**src/rtl/usb_in_packetizer.sv**
```systemverilog
// usb_in_packetizer
// Drains the endpoint byte queue and frames it as a USB IN data packet:
// DATA0/DATA1 PID, up to MAX_PKT payload bytes, then CRC16 low and high bytes.
// The endpoint data toggle is kept here. Nothing is retransmitted: a packet
// that is not ACKed is simply lost and the toggle is left as it was.
//
// Ports
//   clk         sole clock (the queue read side runs on it too)
//   rst         synchronous reset, active low
//   in_req      pulse: host IN token for this endpoint
//   ack         pulse: host ACK for the last packet (flips the toggle)
//   toggle_clr  pulse: force DATA0 (wins over a simultaneous ack)
//   q_data      queue head byte, q_empty queue empty flag
//   q_r_en      pop strobe, combinational, one cycle per consumed byte
//   tx_data     registered byte to the transmitter
//   tx_valid    registered, tx_data valid
//   tx_ready    transmitter takes the byte when tx_valid && tx_ready
//   tx_last     registered, high with the CRC high byte
//   busy        high whenever a packet is in progress
module usb_in_packetizer #(
    parameter int MAX_PKT = 64
) (
    input  logic       clk,
    input  logic       rst,
    input  logic       in_req,
    input  logic       ack,
    input  logic       toggle_clr,
    input  logic [7:0] q_data,
    input  logic       q_empty,
    output logic       q_r_en,
    output logic [7:0] tx_data,
    output logic       tx_valid,
    input  logic       tx_ready,
    output logic       tx_last,
    output logic       busy
);

    localparam int CW = $clog2(MAX_PKT + 1);
    localparam logic [CW:0] MAX_PKT_W = (CW + 1)'(MAX_PKT);

    typedef enum logic [2:0] {
        S_IDLE,
        S_PID,
        S_DATA,
        S_CRC_LO,
        S_CRC_HI
    } state_t;

    state_t          state_reg, state_next;
    logic [7:0]      tx_data_reg, tx_data_next;
    logic            tx_valid_reg, tx_valid_next;
    logic            tx_last_reg, tx_last_next;
    logic [15:0]     crc_reg, crc_next;
    logic [CW-1:0]   count_reg, count_next;
    logic            toggle_reg, toggle_next;

    logic            accept;
    logic [CW:0]     count_inc;
    logic [15:0]     crc_n;

    // Reflected CRC16 (0xA001), one stage per payload bit, LSB first.
    // The byte being folded in is the one currently held in tx_data.
    logic [8:0][15:0] crc_stage;
    assign crc_stage[0] = crc_reg;
    for (genvar gi = 0; gi < 8; gi++) begin : g_crc
        assign crc_stage[gi+1] = (crc_stage[gi][0] ^ tx_data_reg[gi])
                               ? ((crc_stage[gi] >> 1) ^ 16'hA001)
                               : (crc_stage[gi] >> 1);
    end
    assign crc_n = crc_stage[8];

    assign accept    = tx_valid_reg && tx_ready;
    assign count_inc = {1'b0, count_reg} + 1'b1;

    always_comb begin
        state_next    = state_reg;
        tx_data_next  = tx_data_reg;
        tx_valid_next = tx_valid_reg;
        tx_last_next  = tx_last_reg;
        crc_next      = crc_reg;
        count_next    = count_reg;
        q_r_en        = 1'b0;

        case (state_reg)
            S_IDLE: begin
                tx_valid_next = 1'b0;
                if (in_req) begin
                    // PID is fixed here; toggle changes during the packet
                    // do not reach it.
                    tx_data_next  = toggle_reg ? 8'h4B : 8'hC3;
                    tx_valid_next = 1'b1;
                    crc_next      = 16'hFFFF;
                    count_next    = '0;
                    state_next    = S_PID;
                end
            end
            S_PID: begin
                if (accept) begin
                    if (!q_empty) begin
                        tx_data_next = q_data;
                        q_r_en       = 1'b1;
                        state_next   = S_DATA;
                    end else begin
                        // Zero-length packet: CRC of nothing is ~0xFFFF.
                        tx_data_next = ~crc_reg[7:0];
                        state_next   = S_CRC_LO;
                    end
                end
            end
            S_DATA: begin
                if (accept) begin
                    crc_next   = crc_n;
                    count_next = count_inc[CW-1:0];
                    if (count_inc < MAX_PKT_W && !q_empty) begin
                        tx_data_next = q_data;
                        q_r_en       = 1'b1;
                    end else begin
                        // Full packet or queue ran dry: close with the CRC
                        // rather than stalling tx_valid.
                        tx_data_next = ~crc_n[7:0];
                        state_next   = S_CRC_LO;
                    end
                end
            end
            S_CRC_LO: begin
                if (accept) begin
                    tx_data_next = ~crc_reg[15:8];
                    tx_last_next = 1'b1;
                    state_next   = S_CRC_HI;
                end
            end
            S_CRC_HI: begin
                if (accept) begin
                    tx_valid_next = 1'b0;
                    tx_last_next  = 1'b0;
                    state_next    = S_IDLE;
                end
            end
            default: begin
                state_next = S_IDLE;
            end
        endcase

        // No pops while reset is held, even if the state is still mid-packet.
        if (!rst) begin
            q_r_en = 1'b0;
        end
    end

    always_comb begin
        toggle_next = toggle_reg;
        if (toggle_clr) begin
            toggle_next = 1'b0;
        end else if (ack) begin
            toggle_next = ~toggle_reg;
        end
    end

    always_ff @(posedge clk) begin
        if (!rst) begin
            state_reg    <= S_IDLE;
            tx_data_reg  <= 8'h00;
            tx_valid_reg <= 1'b0;
            tx_last_reg  <= 1'b0;
            crc_reg      <= 16'hFFFF;
            count_reg    <= '0;
            toggle_reg   <= 1'b0;
        end else begin
            state_reg    <= state_next;
            tx_data_reg  <= tx_data_next;
            tx_valid_reg <= tx_valid_next;
            tx_last_reg  <= tx_last_next;
            crc_reg      <= crc_next;
            count_reg    <= count_next;
            toggle_reg   <= toggle_next;
        end
    end

    assign tx_data  = tx_data_reg;
    assign tx_valid = tx_valid_reg;
    assign tx_last  = tx_last_reg;
    assign busy     = (state_reg != S_IDLE);

endmodule

```
**config.mk**
```make
export PLATFORM = sky130hd
export DESIGN_NAME = usb_in_packetizer
export DESIGN_NICKNAME = d
export VERILOG_FILES = /design/src/rtl/usb_in_packetizer.sv
export SDC_FILE = /design/constraint.sdc
export NUM_CORES = 1
export LEC_CHECK = 0
export ABC_AREA = 1
export BUFFER_PORTS_ARGS = -buffer_cell sky130_fd_sc_hd__buf_2
export CORE_AREA = 8 8 70 72
export DETAILED_ROUTE_END_ITERATION = 12
export DIE_AREA = 0 0 78 80
export PLACE_DENSITY = 0.9
export SYNTH_ARGS = -nofsm -noshare
export SYNTH_HDL_FRONTEND = slang
export SYNTH_SLANG_ARGS = --single-unit
```
**constraint.sdc**
```tcl
create_clock -name clk -period 4.3 [get_ports clk]
set_input_delay 0.86 -clock clk [delete_from_list [all_inputs] [get_ports clk]]
set_output_delay 0.86 -clock clk [all_outputs]
set_load 0.02 [all_outputs]
```
Word level (Yosys, flattened, before mapping)
Cells that the tools add are included.
{ "classes": {"addsub": 1, "mul": 0, "div": 0, "n_lt_le_gt_ge": 1, "n_eq_ne": 10, "shift": 0, "mux": 41, "bitwise": 21, "reduce_logical": 15} }
{ "op_table": {"columns": ["op", "n"], "rows": [
  ["$mux 16", 10],
  ["$mux 8", 7],
  ["$pmux 16 s2", 1],
  ["$pmux 8 s4", 1],
  ["$not 2->3", 8],
  ["$not 8->8", 3],
  ["$mux 3", 6],
  ["$pmux 3 s5", 1],
  ["$mux 7", 2],
  ["$pmux 7 s2", 1],
  ["$ne 2x2->1 const B", 6],
  ["$mux 1", 9],
  ["$add 7x1->8 const B", 1],
  ["$lt 8x7->1 const B", 1],
  ["$xor 1x1->1", 8],
  ["$eq 3x2->1 const B", 2],
  ["$pmux 1 s2", 3],
  ["$reduce_and 3->1", 2],
  ["$reduce_and 6->1", 1],
  ["$reduce_bool 2->1", 3],
  ["$reduce_and 5->1", 1],
  ["$reduce_bool 4->1", 1],
  ["$eq 3x1->1 const B", 1],
  ["$eq 3x3->1 const B", 1],
  ["other kinds (7)", 9]
]} }
{ "totals": {"reg_bits": 37, "latch_bits": 0, "ram_bits": 0, "rom_bits": 0, "in_bits": 15, "output_inout_bits": 12, "memories": 0} }

Longest topological paths before layout
{ "logic_depth": {"ltp_word": 20, "depth_mapped": 20, "ltp_nobuf": 20} }

Worst setup path after synthesis
No wires, ideal clock.
{ "synth_timing": {"kind": "input to output", "from": "input port q_empty", "to": "output port q_r_en", "t_arrival_ns": 2.200, "t_required_ns": 3.440, "slack_ns": 1.240, "stages": 4, "path_buffers": 1, "cell_sequence": "clkbuf_1 inv_1 o21ai_0 a2111oi_0"} }
{ "synth_via": {"elab_chain_len": 6} }
{ "synth_lines": {"columns": ["item", "line", "text"], "rows": [
  ["start: declaration", "29", "input logic q_empty,"],
  ["$logic_not 1->1", "114", "if (count_inc < MAX_PKT_W && !q_empty) begin"],
  ["$logic_and 1x1->1", "114", null],
  ["$mux 1", "114", null],
  ["$mux 1", "111", "if (accept) begin"],
  ["$pmux 1 s2 *", "84", "case (state_reg)"],
  ["$mux 1 *", "145", "if (!rst) begin"],
  ["end: declaration", "30", "output logic q_r_en,"]
]} }
Every way passes the cells marked *; elsewhere a longest branch is shown, timed or not.

Worst setup path after layout
{ "layout_timing": {"from": "register state_reg[0]", "to": "output port q_r_en"} }
{ "layout_via": {"elab_chain_len": 3} }
{ "layout_lines": {"columns": ["item", "line", "text"], "rows": [
  ["start: declaration", "49", "state_t state_reg, state_next;"],
  ["start signal: assignment", "169", "state_reg <= state_next;"],
  ["$eq 3x2->1 or $eq 3x1->1 (tied branches)", "84", null],
  ["$pmux 1 s2 *", "84", null],
  ["$mux 1 *", "145", null]
]} }
Marked as above.

==> impl_metrics.env <==
export IMPL_grt_pass1_vias=2013
export IMPL_row_count=23
export IMPL_htree_num_levels=2
export IMPL_clock_path_buffers=2
export IMPL_grt_pass1_wl_um=9270
export IMPL_start_util_pct=58.3
export IMPL_whs_ns=0.441
export IMPL_yosysMostFrequentCell="nand2_1"
export IMPL_grt_met1_usage_pct=21.3
export IMPL_drive_above_1_share_pct=22.5
export IMPL_fin_crit_ns=3.13
export IMPL_path_buf_inv=4
export IMPL_n_antenna_cell=0
export IMPL_ys_seq_area_share_pct=32.9
export IMPL_die_h_um=80
export IMPL_core_area_um2=3860
export IMPL_num_fill_cells=348
export IMPL_dp_hpwl_um=4140
export IMPL_clk_latency_ns=0.29
export IMPL_dpl_worst_slack_ns=1.35
export IMPL_met2_usage_pct=31.6
export IMPL_cp_slowest_stage_delay_ns=0.45
export IMPL_syn_to_final_growth_pct=10.6
export IMPL_grt_max_degree=27
export IMPL_placed_cells=381
export IMPL_initialDrtViolationCount=168
export IMPL_worst_slew_pin_slew_ns=0.612
export IMPL_via_count=2189
export IMPL_slew_headroom_pct=59.1
export IMPL_avgSynthCellArea_um2=7.14
export IMPL_final_cells=388
export IMPL_crit_type="reg2out"
export IMPL_antenna_left=0
export IMPL_r2r_start="count_reg[0]"
export IMPL_finalHoldViolations=0
export IMPL_cts_setup_buffers=0
export IMPL_crit_family="buffers and inverters"
export IMPL_first_pass_iters=5
export IMPL_cts_tree="built"
export IMPL_cts_resized=0
export IMPL_synth_edf_count=0
export IMPL_synth_top_area_share_pct=32.9
export IMPL_drc=0
export IMPL_max_freq_mhz=320
export IMPL_period_share_pct=72.8
export IMPL_end_kind="primary output"
export IMPL_fp_dieArea_um2=6240
export IMPL_ff2ff_path_depth=11
export IMPL_io_pins=27
export IMPL_synth_area_leaders="dfxtp_1 33%, nand2_1 9.8%, a21oi_1 6.2%"
export IMPL_cts_sinks=37
export IMPL_gp_congestion=0.882
export IMPL_maxSlewViolCount=0
export IMPL_fp_dieW_um=78
export IMPL_maxCapViolations=0
export IMPL_cp_start_kind="flip-flop"
export IMPL_synth_top_area_cell="dfxtp_1"
export IMPL_peakVddDrop_uv=618
export IMPL_finalWirelength_um=5410
export IMPL_reg2reg_slack_ns=1.64
export IMPL_clock_skew_ns=0.00378
export IMPL_detail_route_wl_per_cell_um=13.9
export IMPL_regToRegEndpoint="state_reg[0]"
export IMPL_power_density_nw_per_um2=913
export IMPL_rsz0062_at_grt="false"
export IMPL_crit_chain="inv_1 > nor2_1 > inv_1 > nor2_1 > inv_1 > a2111oi_0 > buf_2"
export IMPL_synth_area_um2=2250
export IMPL_synth_cells=315
export IMPL_fin_nets=354
export IMPL_hold_buffers=0
export IMPL_crit_cells=7
export IMPL_setup_viol=0
export IMPL_critPathCapture="q_r_en"
export IMPL_path_max_fanout=4
export IMPL_status="finished clean"
export IMPL_cpMostUsedCell="inv_1"
export IMPL_hp_class="reg2reg"
export IMPL_async_flop_share_pct=0
export IMPL_synthTopCellsByCount="59 x nand2_1, 37 x dfxtp_1, 28 x a21oi_1, 26 x inv_1, 25 x nor2_1"
export IMPL_syn_num_nets=331
export IMPL_p_total_mw=2.27
export IMPL_worst_ep_required_time_ns=3.44
export IMPL_antenna_found_initial=0
export IMPL_largest_reg_flops=16
export IMPL_clockRootBuffer="clkbuf_8"
export IMPL_gr_total_overflow=0
export IMPL_ys_flop_type="dfxtp_1"
export IMPL_grt_usage_pct=18.3
export IMPL_setup_ws_ns=1.17
export IMPL_yosysWarnings=0
export IMPL_grt_util_met3_pct=4.28
export IMPL_ys_ff_latch=37
export IMPL_busiest_layer="met2"
export IMPL_vias_per_cell=5.64
export IMPL_slowest_stage="dfxtp_1"
export IMPL_synth_distinct_cells=38
export IMPL_p_leak_nw=1.09
export IMPL_crit_start="state_reg[0]"
export IMPL_tns_ns=0
export IMPL_io_buffer_count=26
export IMPL_cp_arrival_ns=2.27
export IMPL_clk_pin_slew_ns=0.07
export IMPL_numCtsBuffers=5
[stage by stage]
stage                     util, %  area [um2]
final                        64.5        2490
after global routing         64.5        2490
after CTS                    64.5        2490
after detailed placement     62.2        2400
after global placement       62.2        2400
after floorplan                 -        2250
[layer usage]
layer	vias to the layer above	wire length (um)
li1	1098	-
met1	991	2200
met2	92	2630
met3	8	487
met4	0	83
met5	-	0
[worst min path at each step]
stage	slack, ns	to	start	cells after the start
floorplan	0.43	count_reg[4]	count_reg[4]	1
global placement	0.43	tx_last	tx_last	2
detailed placement	0.43	tx_last	tx_last	2
CTS	0.44	tx_last	tx_last	2
global route	0.47	tx_last	tx_last	2
finish	0.44	tx_last	tx_last	2
[tightest hold or removal path, cell delays in order, from the launching register on]
cell and delay [ns]:
dfxtp_1 0.31, inv_1 0.04, a21oi_1 0.05
[placed cells by master, fill, tap and decap left out, types with 2 or more instances in the layout]
cell type / count
nand2_1: 59
a21oi_1: 28
nor2_1: 25
o21ai_1: 14
o211ai_1: 6
buf_2: 26
nor2_2: 2
o221ai_1: 3
o22ai_1: 3
dfxtp_1: 37
inv_1: 26
xor2_1: 8
nor3_1: 6
nand3_2: 7
inv_2: 12
nand2_4: 6
o21ai_0: 17
nand2_2: 7
xnor2_1: 3
clkbuf_8: 6
a31oi_1: 2
or2_2: 3
a211oi_1: 4
nand3_1: 13
[final cells by class]
class	count	area [um2]	area share, %
multi-input cells	230	1320	53.2
flip-flops and latches	37	741	29.8
inverters	38	143	5.74
repair buffers	26	130	5.23
clock buffers	7	86.3	3.47
well taps	50	62.6	2.52
[report_power, final]
group          switching [mW]  internal, mW
registers               0.114         0.453
logic                   0.967         0.491
clock network           0.118         0.127
[kinds of logic (layout without fill, tap and decap cells)]
| family | after synthesis | after routing | share of synthesized area, % |
|---|---|---|---|
| compound gates | 83 | 83 | 21.6 |
| xor+xnor | 13 | 13 | 6.23 |
| fa+ha+maj | 1 | 1 | 0.556 |
| buf+inv | 48 | 71 | 8.18 |
| flops | 37 | 37 | 32.9 |
| simple gates | 133 | 133 | 30.4 |
No activity file was read; power rests on OpenSTA's default activity.
